## config.mk

```make
export PLATFORM = sky130hd
export DESIGN_NAME = score_keeper
export DESIGN_NICKNAME = d
export VERILOG_FILES = /design/src/rtl/score_keeper.sv
export SDC_FILE = /design/constraint.sdc
export NUM_CORES = 1
export LEC_CHECK = 0
export CORE_ASPECT_RATIO = 1.5
export CORE_UTILIZATION = 45
export CTS_CLUSTER_SIZE = 8
export DETAILED_ROUTE_END_ITERATION = 8
export PLACE_DENSITY = 0.66
export SYNTH_ARGS = -nofsm -noshare
export SYNTH_HDL_FRONTEND = slang
export SYNTH_SLANG_ARGS = --single-unit
```

## constraint.sdc

```tcl
create_clock -name clk -period 1.9 [get_ports clk]
set_input_delay 0.19 -clock clk [delete_from_list [all_inputs] [get_ports clk]]
set_output_delay 0.19 -clock clk [all_outputs]
set_load 0.01 [all_outputs]
```

## src/rtl/score_keeper.sv

```systemverilog
// score_keeper
//   Tracks the two player scores for the game. Point requests are level
//   inputs; a point event is a rising edge seen against a registered copy.
//   Accepted points bump the score, raise a one-cycle strobe and start a
//   holdoff lockout. The first player to reach WIN_SCORE becomes the winner.
//
// Ports
//   clk          system clock, rising-edge
//   rst_n        asynchronous active-low reset
//   game_state   0 splash (clear), 1 play, 2 end (freeze), 3 unused (freeze)
//   p1_hit       level point request, player 1
//   p2_hit       level point request, player 2
//   p1, p2       registered scores, saturate at WIN_SCORE
//   winner       registered winner code (see table)
//   point_pulse  one-cycle strobe after any accepted point
//
// winner encoding
//   state     | meaning
//   WIN_NONE  | no winner yet, points may be accepted
//   WIN_P1    | player 1 reached WIN_SCORE
//   WIN_P2    | player 2 reached WIN_SCORE
module score_keeper #(
  parameter int unsigned WIN_SCORE = 5,
  parameter int unsigned HOLDOFF   = 1000,
  parameter int unsigned CNT_W     = 16
) (
  input  logic       clk,
  input  logic       rst_n,
  input  logic [1:0] game_state,
  input  logic       p1_hit,
  input  logic       p2_hit,
  output logic [2:0] p1,
  output logic [2:0] p2,
  output logic [1:0] winner,
  output logic       point_pulse
);

  typedef enum logic [1:0] {
    WIN_NONE = 2'd0,
    WIN_P1   = 2'd1,
    WIN_P2   = 2'd2
  } winner_e;

  localparam logic [2:0]       WIN_C     = 3'(WIN_SCORE);
  localparam logic [CNT_W-1:0] HOLDOFF_C = CNT_W'(HOLDOFF);

  localparam logic [1:0] GS_SPLASH = 2'd0;
  localparam logic [1:0] GS_PLAY   = 2'd1;

  logic [2:0]       p1_q, p1_d;
  logic [2:0]       p2_q, p2_d;
  winner_e          winner_q, winner_d;
  logic             pulse_q, pulse_d;
  logic [CNT_W-1:0] hold_q, hold_d;
  logic             hit1_q, hit2_q;

  logic ev1, ev2, can_accept, acc1, acc2;

  always_comb begin
    ev1 = p1_hit & ~hit1_q;
    ev2 = p2_hit & ~hit2_q;

    can_accept = (game_state == GS_PLAY) && (hold_q == '0) && (winner_q == WIN_NONE);

    // A simultaneous event from both players is treated as a tie and dropped.
    acc1 = can_accept & ev1 & ~ev2 & (p1_q < WIN_C);
    acc2 = can_accept & ev2 & ~ev1 & (p2_q < WIN_C);

    p1_d     = p1_q;
    p2_d     = p2_q;
    winner_d = winner_q;
    pulse_d  = 1'b0;
    hold_d   = (hold_q != '0) ? hold_q - CNT_W'(1) : '0;

    if (game_state == GS_SPLASH) begin
      p1_d     = '0;
      p2_d     = '0;
      winner_d = WIN_NONE;
      hold_d   = '0;
    end else if (acc1) begin
      p1_d    = p1_q + 3'd1;
      pulse_d = 1'b1;
      hold_d  = HOLDOFF_C;
      if (p1_q + 3'd1 == WIN_C) winner_d = WIN_P1;
    end else if (acc2) begin
      p2_d    = p2_q + 3'd1;
      pulse_d = 1'b1;
      hold_d  = HOLDOFF_C;
      if (p2_q + 3'd1 == WIN_C) winner_d = WIN_P2;
    end
  end

  // Hit copies reset high so a request already asserted out of reset is
  // not mistaken for a fresh edge.
  always_ff @(posedge clk or negedge rst_n) begin
    if (!rst_n) begin
      p1_q     <= '0;
      p2_q     <= '0;
      winner_q <= WIN_NONE;
      pulse_q  <= 1'b0;
      hold_q   <= '0;
      hit1_q   <= 1'b1;
      hit2_q   <= 1'b1;
    end else begin
      p1_q     <= p1_d;
      p2_q     <= p2_d;
      winner_q <= winner_d;
      pulse_q  <= pulse_d;
      hold_q   <= hold_d;
      hit1_q   <= p1_hit;
      hit2_q   <= p2_hit;
    end
  end

  assign p1          = p1_q;
  assign p2          = p2_q;
  assign winner      = winner_q;
  assign point_pulse = pulse_q;

endmodule
```

## After elaboration in Yosys (flattened, before gate mapping)

Index checks and enable logic that the tools add are counted.

| operators by class | value |
|---|---|
| add/subtract/negate cells | 3 |
| $mul | 0 |
| div/mod/pow operators | 0 |
| magnitude comparators | 2 |
| equal/unequal tests | 5 |
| shift-type cells | 0 |
| muxes and demuxes | 17 |
| bitwise operators | 12 |
| reduce and logical (&&, ||, !) cells | 12 |

Operator list:

| kind | number |
|---|---|
| $mux 16 | 4 |
| $logic_not 16->1 | 1 |
| $reduce_bool 16->1 | 1 |
| $sub 16x1->16 const B | 1 |
| $mux 3 | 5 |
| $mux 2 | 5 |
| $and 1x1->1 | 8 |
| $add 3x1->3 const B | 2 |
| $eq 3x3->1 const B | 2 |
| $lt 3x3->1 const B | 2 |
| $reduce_bool 3->1 | 2 |
| $logic_not 2->1 | 2 |
| $not 1->1 | 4 |
| $reduce_bool 2->1 | 2 |
| $mux 1 | 3 |
| $ne 3x1->1 const B | 1 |
| $reduce_and 3->1 | 1 |
| $eq 2x1->1 const B | 1 |
| $logic_and 1x1->1 | 2 |
| $ne 2x1->1 const B | 1 |
| $reduce_and 2->1 | 1 |

| word-level totals | value |
|---|---|
| register bits | 27 |
| latch bits | 0 |
| RAM bits | 0 |
| memory bits (read-only) | 0 |
| input port bits | 6 |
| output and inout port bits | 9 |
| word-level logic and storage cells | 58 |
| memories kept | 0 |

## Depth between registers and ports, before layout

Gate-level depths: netlist (run 1).

| logic depth | value |
|---|---|
| word-level depth | 9 |
| gate-level depth with buffers | 8 |
| depth with buffers taken out | 6 |

## Least setup slack after synthesis (run 1)

No wires, ideal clock.

| path | value |
|---|---|
| path kind | register to register |
| start point | reg hold_q[7] |
| end point | reg hold_q[15] |
| setup time | 134 ps |
| arrival | 1475 ps |
| required time | 1766 ps |
| path slack | 291 ps |
| cell stages (with the launch flop) | 7 |
| path buffers | 2 |
| period minus slack after synthesis | 1609 ps |
| cells stage by stage | dfrtp_1 nor4_4 and4_1 buf_2 o21bai_4 buf_6 a21oi_2 |

| between the ends | value |
|---|---|
| longest elaborated chain between the ends | 9 |
| elaborated cells between the ends (all ways) | 15 |
| classes of those cells | add/sub (1); mux (4); bitwise (6); reduce/logical (4) |

Ends and longest elaborated chain:

| element | RTL line | source |
|---|---|---|
| start, declared | 54 | `logic [CNT_W-1:0] hold_q, hold_d;` |
| start signal, assigned | 109 | `hold_q <= hold_d;` |
| parallel branches: the longest is 7 deep, another holds $sub 16x1->16 | - |  |
| $mux 16 (*) | 80 | `end else if (acc1) begin` |
| $mux 16 (*) | 75 | `if (game_state == GS_SPLASH) begin` |
| named net hold_d[15] | 54 |  |

Mark *: on every way through the listed nets, which the timed path passes.
A chain may end at the register's enable or synchronous reset.

## Worst setup path after layout (run 1)

| path | value |
|---|---|
| start point | reg hold_q[8] |
| end point | reg hold_q[15] |

The elaborated chain is that of the path after synthesis.

==> impl_results.md, run 1 <==
- Status: completed
- CTS root buf: clkbuf_8
- Vias in the first global route: roughly 1100
- Initial Util: 0.482
- CTS Buf Count: 3
- Post-synthesis sequential area ratio: 0.473
- Worst Setup Start Kind: register
- Slowest cell on the critical path: or4b_4
- Antenna violations before repair: 0
- Drt total wl: 2890 µm
- Max Slew Vio Count: 0
- Final Hold Vio Count: 0
- Max Used Layer: met4
- Tcrit/Tclk final: 0.961
- Worst EP arrival: slightly above 2 ns
- Post-synth EDFFs: 0
- Filler Cells Inserted: approximately 270
- Wire per inst: 14.8 µm
- Slew margin rel.: 0.641
- Mean Syn Cell Area: about 11 µm²
- WS Path Type: reg -> reg
- Gate count of the mapped netlist: 134
- Max-cap viol count: 0
- Clock buffer depth: 2
- GR Util All Layers: 0.206
- Via/cell ratio: 5.48
- Clock latency on the worst-skew pair: ~0.27 ns
- Share of the synthesized area in the top cell type: 0.437
- Final design utilization: 0.574
- PwrDens: 1200 nW/µm²
- Largest net degree at the start of global routing: 28
- Worst slack, placed: 0.0241 ns
- Clock slew at reported path FFs: around 0.090 ns
- Area contributors post-synth: dfrtp_1 44%, xor2_1 7.3%, ha_1 5.2%
- XOR/XNOR Fraction of Synth Area: 0.0856
- Remaining DRCs: 0
- Main combinational cell family by area after synthesis: simple AND/OR/NAND/NOR gates
- Setup TNS: 0 ns
- Synth Area in Compound Gates: 0.0882
- RD Place Congestion: 0.742
- Nets: roughly 170
- Synth unique cells: 39
- Synth Area in Simple Gates: 0.238
- Min Tclk post-route: between 1.5 and 2 ns
- Std cell rows: 24
- Grt ovf: 0
- First-pass GRT wire length: approximately 5000 µm
- Synth Net Count: roughly 150
- Final setup violation count: 0
- H-tree depth: 1
- Crit-path cells: nor4_4, buf_4, nand2_2, or4b_4, a21oi_2
- Wl on met1: 1240 µm
- CP peak stage delay: 0.52 ns
- Adder-cell area share of the yosys netlist: 0.0524
- First-pass DRT Iterations: 4
- Crit Path Max Fanout: 6
- Layout area overhead: 19.2%
- Synthesis warning total: 0
- Post-DP HPWL: 2090 µm
- Synth async-reset ratio: 1.00
- Setup ws final: 0.0744 ns
- Met2 wire length: 1500 µm
- Layout cell share with drive strength beyond 1: 0.167
- DIE HEIGHT: between 70 and 80 µm
- Worst setup EP type: register
- Die X: 48.1 µm
- TritonCTS clock tree: yes
- Initial DRC count: 29
- Post-Syn Area: 1430 µm²
- Seq cells post-synth: 27
- Fmax achieved: 548 MHz
- Clock skew: 0.000935 ns
- Worst slew pin tran: 0.536 ns
- Leakage power total: 0.761 nW
- Max VDD drop: between 0.5 and 0.6 mV
- Port Buffers: 14
- Routed Antenna Nets: 0
- Critical Path RT: 2.11 ns
- Multiplexer share of the synthesized area: 0.0279
- IO Count: 15
- HP Class: in -> async
- CTS sink cnt: 27
- Main synth FF type: dfrtp_1
- Largest area contributor in the netlist: dfrtp_1
- Vias: 1069
- Ant. Diodes: 0
- Core ar.: 2970 µm²
- Routed wl met3: 80 µm
- FF-to-FF path depth: 5
- DIE AREA: around 3400 µm²
registers in the layout (all words and copies together) (netlist names):
signal / flops
hit1_q: 1
hit2_q: 1
hold_q: 16
p1: 3
p2: 3
point_pulse: 1
winner: 2
through the flow:
stage	instance area [µm²]	instances	hold WS (ns)	total power [W]
2_1_floorplan	1430	134	-0.106	0.00143
3_3_place_gp	1640	189	0.519	0.00165
3_5_place_dp	1640	189	0.529	0.00167
4_1_cts	1690	193	0.294	0.00200
5_1_grt	1710	195	0.334	0.00220
6_report	1710	195	0.281	0.00205
Yosys cell counts (3+ instances only):
cell type and number:
o21ai_0 10, nand4_1 6, nor3_1 3, inv_1 7, and3_1 3, nand3_1 3
xor2_1 12, mux2i_1 4, ha_1 6, dfrtp_1 25, nor2_1 12, nand2_1 9
per-layer routing:
layer	GRT usage	vias to the layer above
met5	0	-
met2	0.327	21
met3	0.0332	8
met4	0.0988	0
li1	-	511
met1	0.260	529
kinds of logic (layout without fill, tap and decap cells):
group                      Yosys count  after routing
buffers and inverters               11             33
and+or+nand+nor                     54             54
AOI/OAI and AO/OA                   18             18
adders and majority gates            6              6
xor gates and xnor gates            14             14
muxes                                4              4
DFF                                 27             27
worst max-delay path: cells and delay by family (launching register included):
family | cells | cell delay [ns]
buf+inv | 1 | 0.19
flops | 1 | 0.43
compound gates | 1 | 0.12
simple gates | 3 | 1.01
cells in the final DEF, fill, tap and decap left out, types with 3 or more instances in the layout:
cell type | netlist | routed
o21ai_0 | 10 | 10
clkdlybuf4s50_1 | 0 | 14
and3_1 | 3 | 3
inv_1 | 7 | 7
buf_4 | 0 | 8
mux2i_1 | 4 | 4
nor2_1 | 12 | 12
ha_1 | 6 | 6
xor2_1 | 12 | 12
clkbuf_8 | 0 | 3
nand3_1 | 3 | 3
nor3_1 | 3 | 3
nand2_1 | 9 | 9
nand4_1 | 6 | 6
dfrtp_1 | 25 | 23
timing repair:
item,CTS,global route
hold buffers,0,0
setup buffers,0,2
endpoints found under the setup margin,0,22
resized for setup,0,4
final timing paths:
path                                         to  slack [ns]                 from
max                        hold_q[15]$_DFF_PN0_        0.07  hold_q[8]$_DFF_PN0_
min                        hold_q[15]$_DFF_PN0_        0.28                rst_n
max reg2reg                hold_q[15]$_DFF_PN0_        0.07  hold_q[8]$_DFF_PN0_
min reg2reg                 hold_q[0]$_DFF_PN0_        0.54  hold_q[0]$_DFF_PN0_
max in group asynchronous      hit2_q$_DFF_PN1_        1.31                rst_n
min in group clk               hit1_q$_DFF_PN1_        0.34               p1_hit
where the power goes:
part           internal (W)  total, W  switching [W]  leakage [nW]
Sequential         0.000712  0.000876       0.000164         0.354
Combinational      0.000415  0.000853       0.000439         0.383
Clock              0.000150  0.000322       0.000171        0.0228
Total               0.00128   0.00205       0.000774         0.761
layout make-up:
| class | instances | area (µm²) | share of cell area |
|---|---|---|---|
| Clock buffer | 4 | 45.0 | 0.0264 |
| Inverter | 7 | 26.3 | 0.0154 |
| Multi-Input combinational cell | 96 | 707 | 0.414 |
| Sequential cell | 27 | 681 | 0.399 |
| Tap cell | 39 | 48.8 | 0.0286 |
| Timing Repair Buffer | 22 | 200 | 0.117 |
(Power assumes the default switching activity.)
==> run 2, diff against run 1 <==
--- a/config.mk
+++ b/config.mk
@@ -5,11 +5,12 @@
 export SDC_FILE = /design/constraint.sdc
 export NUM_CORES = 1
 export LEC_CHECK = 0
-export CORE_ASPECT_RATIO = 1.5
+export CORE_ASPECT_RATIO = 1.4
 export CORE_UTILIZATION = 45
 export CTS_CLUSTER_SIZE = 8
 export DETAILED_ROUTE_END_ITERATION = 8
 export PLACE_DENSITY = 0.66
+export SETUP_SLACK_MARGIN = 0.05
 export SYNTH_ARGS = -nofsm -noshare
 export SYNTH_HDL_FRONTEND = slang
 export SYNTH_SLANG_ARGS = --single-unit
==> impl_results.md, run 2 (synthesis gave the netlist of run 1 again) <==
- Placed cell count: roughly 190
- Largest net degree at the start of global routing: 28
- Core ar.: 2940 µm²
- Tcrit/Tclk final: 0.928
- Std cell rows: 23
- RD Place Congestion: 0.819
- Final Hold Vio Count: 0
- Routed Antenna Nets: 0
- Critical R2R Launch: hold_q[11]$_DFF_PN0_
- Largest register FFs: 16
- Antenna violations before repair: 0
- Min Tclk post-route: 1.76 ns
- Clock slew at reported path FFs: 0.09 ns
- Multi-input gate area: 707 µm²
- TritonCTS clock tree: yes
- Setup TNS: 0 ns
- Via/cell ratio: between 5 and 6
- Filler Cells Inserted: between 200 and 300
- First-pass GRT wire length: 4810 µm
- Top reg by flops: hold_q
- Leakage power total: 0.761 nW
- Slew margin rel.: 0.605
- Clock skew: about 0.0038 ns
- Storage cell area: 678 µm²
- Initial Util: 0.488
- Worst slew pin tran: 0.590 ns
- CTS sink cnt: 27
- Total chip power: 0.00203 W
- IO Count: 15
- Crit Path Max Fanout: 15
- GR Util All Layers: 0.189
- Port Buffers: 14
- CTS Buf Count: 3
- Commonest non-fill, non-tap cell in the layout: dfrtp_1
- Non-filler instance count after layout: 192
- Max-cap viol count: 0
- Post-DP HPWL: 2160 µm
- Ant. Diodes: 0
- Die X: 49.7 µm
- PwrDens: 1190 nW/µm²
- Worst setup EP type: register
- Nets: approximately 170
- Layout cell share with drive strength beyond 1: 0.155
- CTS root buf: clkbuf_8
- FF-to-FF path depth: 5
- Setup ws final: 0.136 ns
- Worst Setup Start Kind: register
- Clock buffer depth: 2
- Worst EP arrival: 1.91 ns
- Critical Path RT: approximately 2.1 ns
- Clock latency on the worst-skew pair: 0.27 ns
- Commonest cells after routing, fill and taps aside: 25 x dfrtp_1, 14 x clkdlybuf4s50_1, 12 x xor2_1, 12 x nor2_1, 10 x o21ai_0
- Reg-to-Reg End: hold_q[15]$_DFF_PN0_
- WS Path Type: reg -> reg
- DIE AREA: 3420 µm²
- Worst slack, placed: 0.00511 ns
- Max VDD drop: roughly 0.54 mV
- Vias in the first global route: approximately 1100
- First-pass DRT Iterations: 4
- Final setup violation count: 0
- RSZ-0062 raised after global routing: no
- Final design utilization: 0.578
- Initial DRC count: 22
- Register-to-register setup slack: 0.14 ns
- Status: completed
- DIE HEIGHT: 68.8 µm
- HP Class: in -> async
- H-tree depth: 1
- Layout area overhead: 18.4%
- Grt ovf: 0
- Remaining DRCs: 0
- Drt total wl: 2980 µm
- Fmax achieved: approximately 570 MHz
- Vias: between 1000 and 1500
- Wire per inst: 15.5 µm
- Max Slew Vio Count: 0
run 2: worst max-delay path by stage:
stage / startpoint / slack [ns] / endpoint / depth (start not counted)
floorplan: hold_q[7]$_DFF_PN0_ / 0.29 / hold_q[15]$_DFF_PN0_ / 6
global placement: p1_hit / 0.05 / hold_q[5]$_DFF_PN0_ / 5
detailed placement: game_state[0] / 0.005 / hold_q[6]$_DFF_PN0_ / 4
CTS: hold_q[6]$_DFF_PN0_ / 0.08 / hold_q[5]$_DFF_PN0_ / 4
global route: hold_q[10]$_DFF_PN0_ / 0.02 / hold_q[5]$_DFF_PN0_ / 4
finish: hold_q[11]$_DFF_PN0_ / 0.14 / hold_q[15]$_DFF_PN0_ / 5
run 2: what timing repair did:
action	4_1_cts	5_1_grt
endpoints found under the setup margin	0	17
endpoints found under the hold margin	0	0
setup buffers	0	2
resized for setup	0	2
hold buffers	0	0
run 2: routing by layer:
metal | vias to the layer above | share of wire | GRT usage
li1 | 508 | - | -
met1 | 545 | 0.42 | 0.211
met2 | 21 | 0.55 | 0.365
met3 | 5 | 0.019 | 0.0263
met4 | 0 | 0.011 | 0.0643
met5 | - | 0 | 0
run 2: power breakdown:
part / total [W] / switching, W / internal [W]
Clock: 0.000323 / 0.000176 / 0.000147
Combinational: 0.000818 / 0.000421 / 0.000397
Sequential: 0.000886 / 0.000177 / 0.000709
run 2: final cells by class:
class | count | area share
clock buffer | 3 | 0.0243
clock inverter | 1 | 0.00295
inverter | 7 | 0.0155
multi-input combinational | 96 | 0.417
sequential | 27 | 0.400
tap | 37 | 0.0273
timing repair buffer | 21 | 0.114
run 2: worst max-delay path, stage by stage, from the launching register on:
cell	delay, ns
dfrtp_1	0.41
nor4_1	0.43
and4_4	0.36
o21bai_4	0.23
buf_4	0.18
a21oi_2	0.03
run 2: through the flow:
stage / area [µm²] / hold WS, ns
global placement: 1630 / 0.463
floorplan: 1430 / -0.106
finish: 1700 / 0.286
global route: 1700 / 0.317
detailed placement: 1630 / 0.480
CTS: 1680 / 0.291
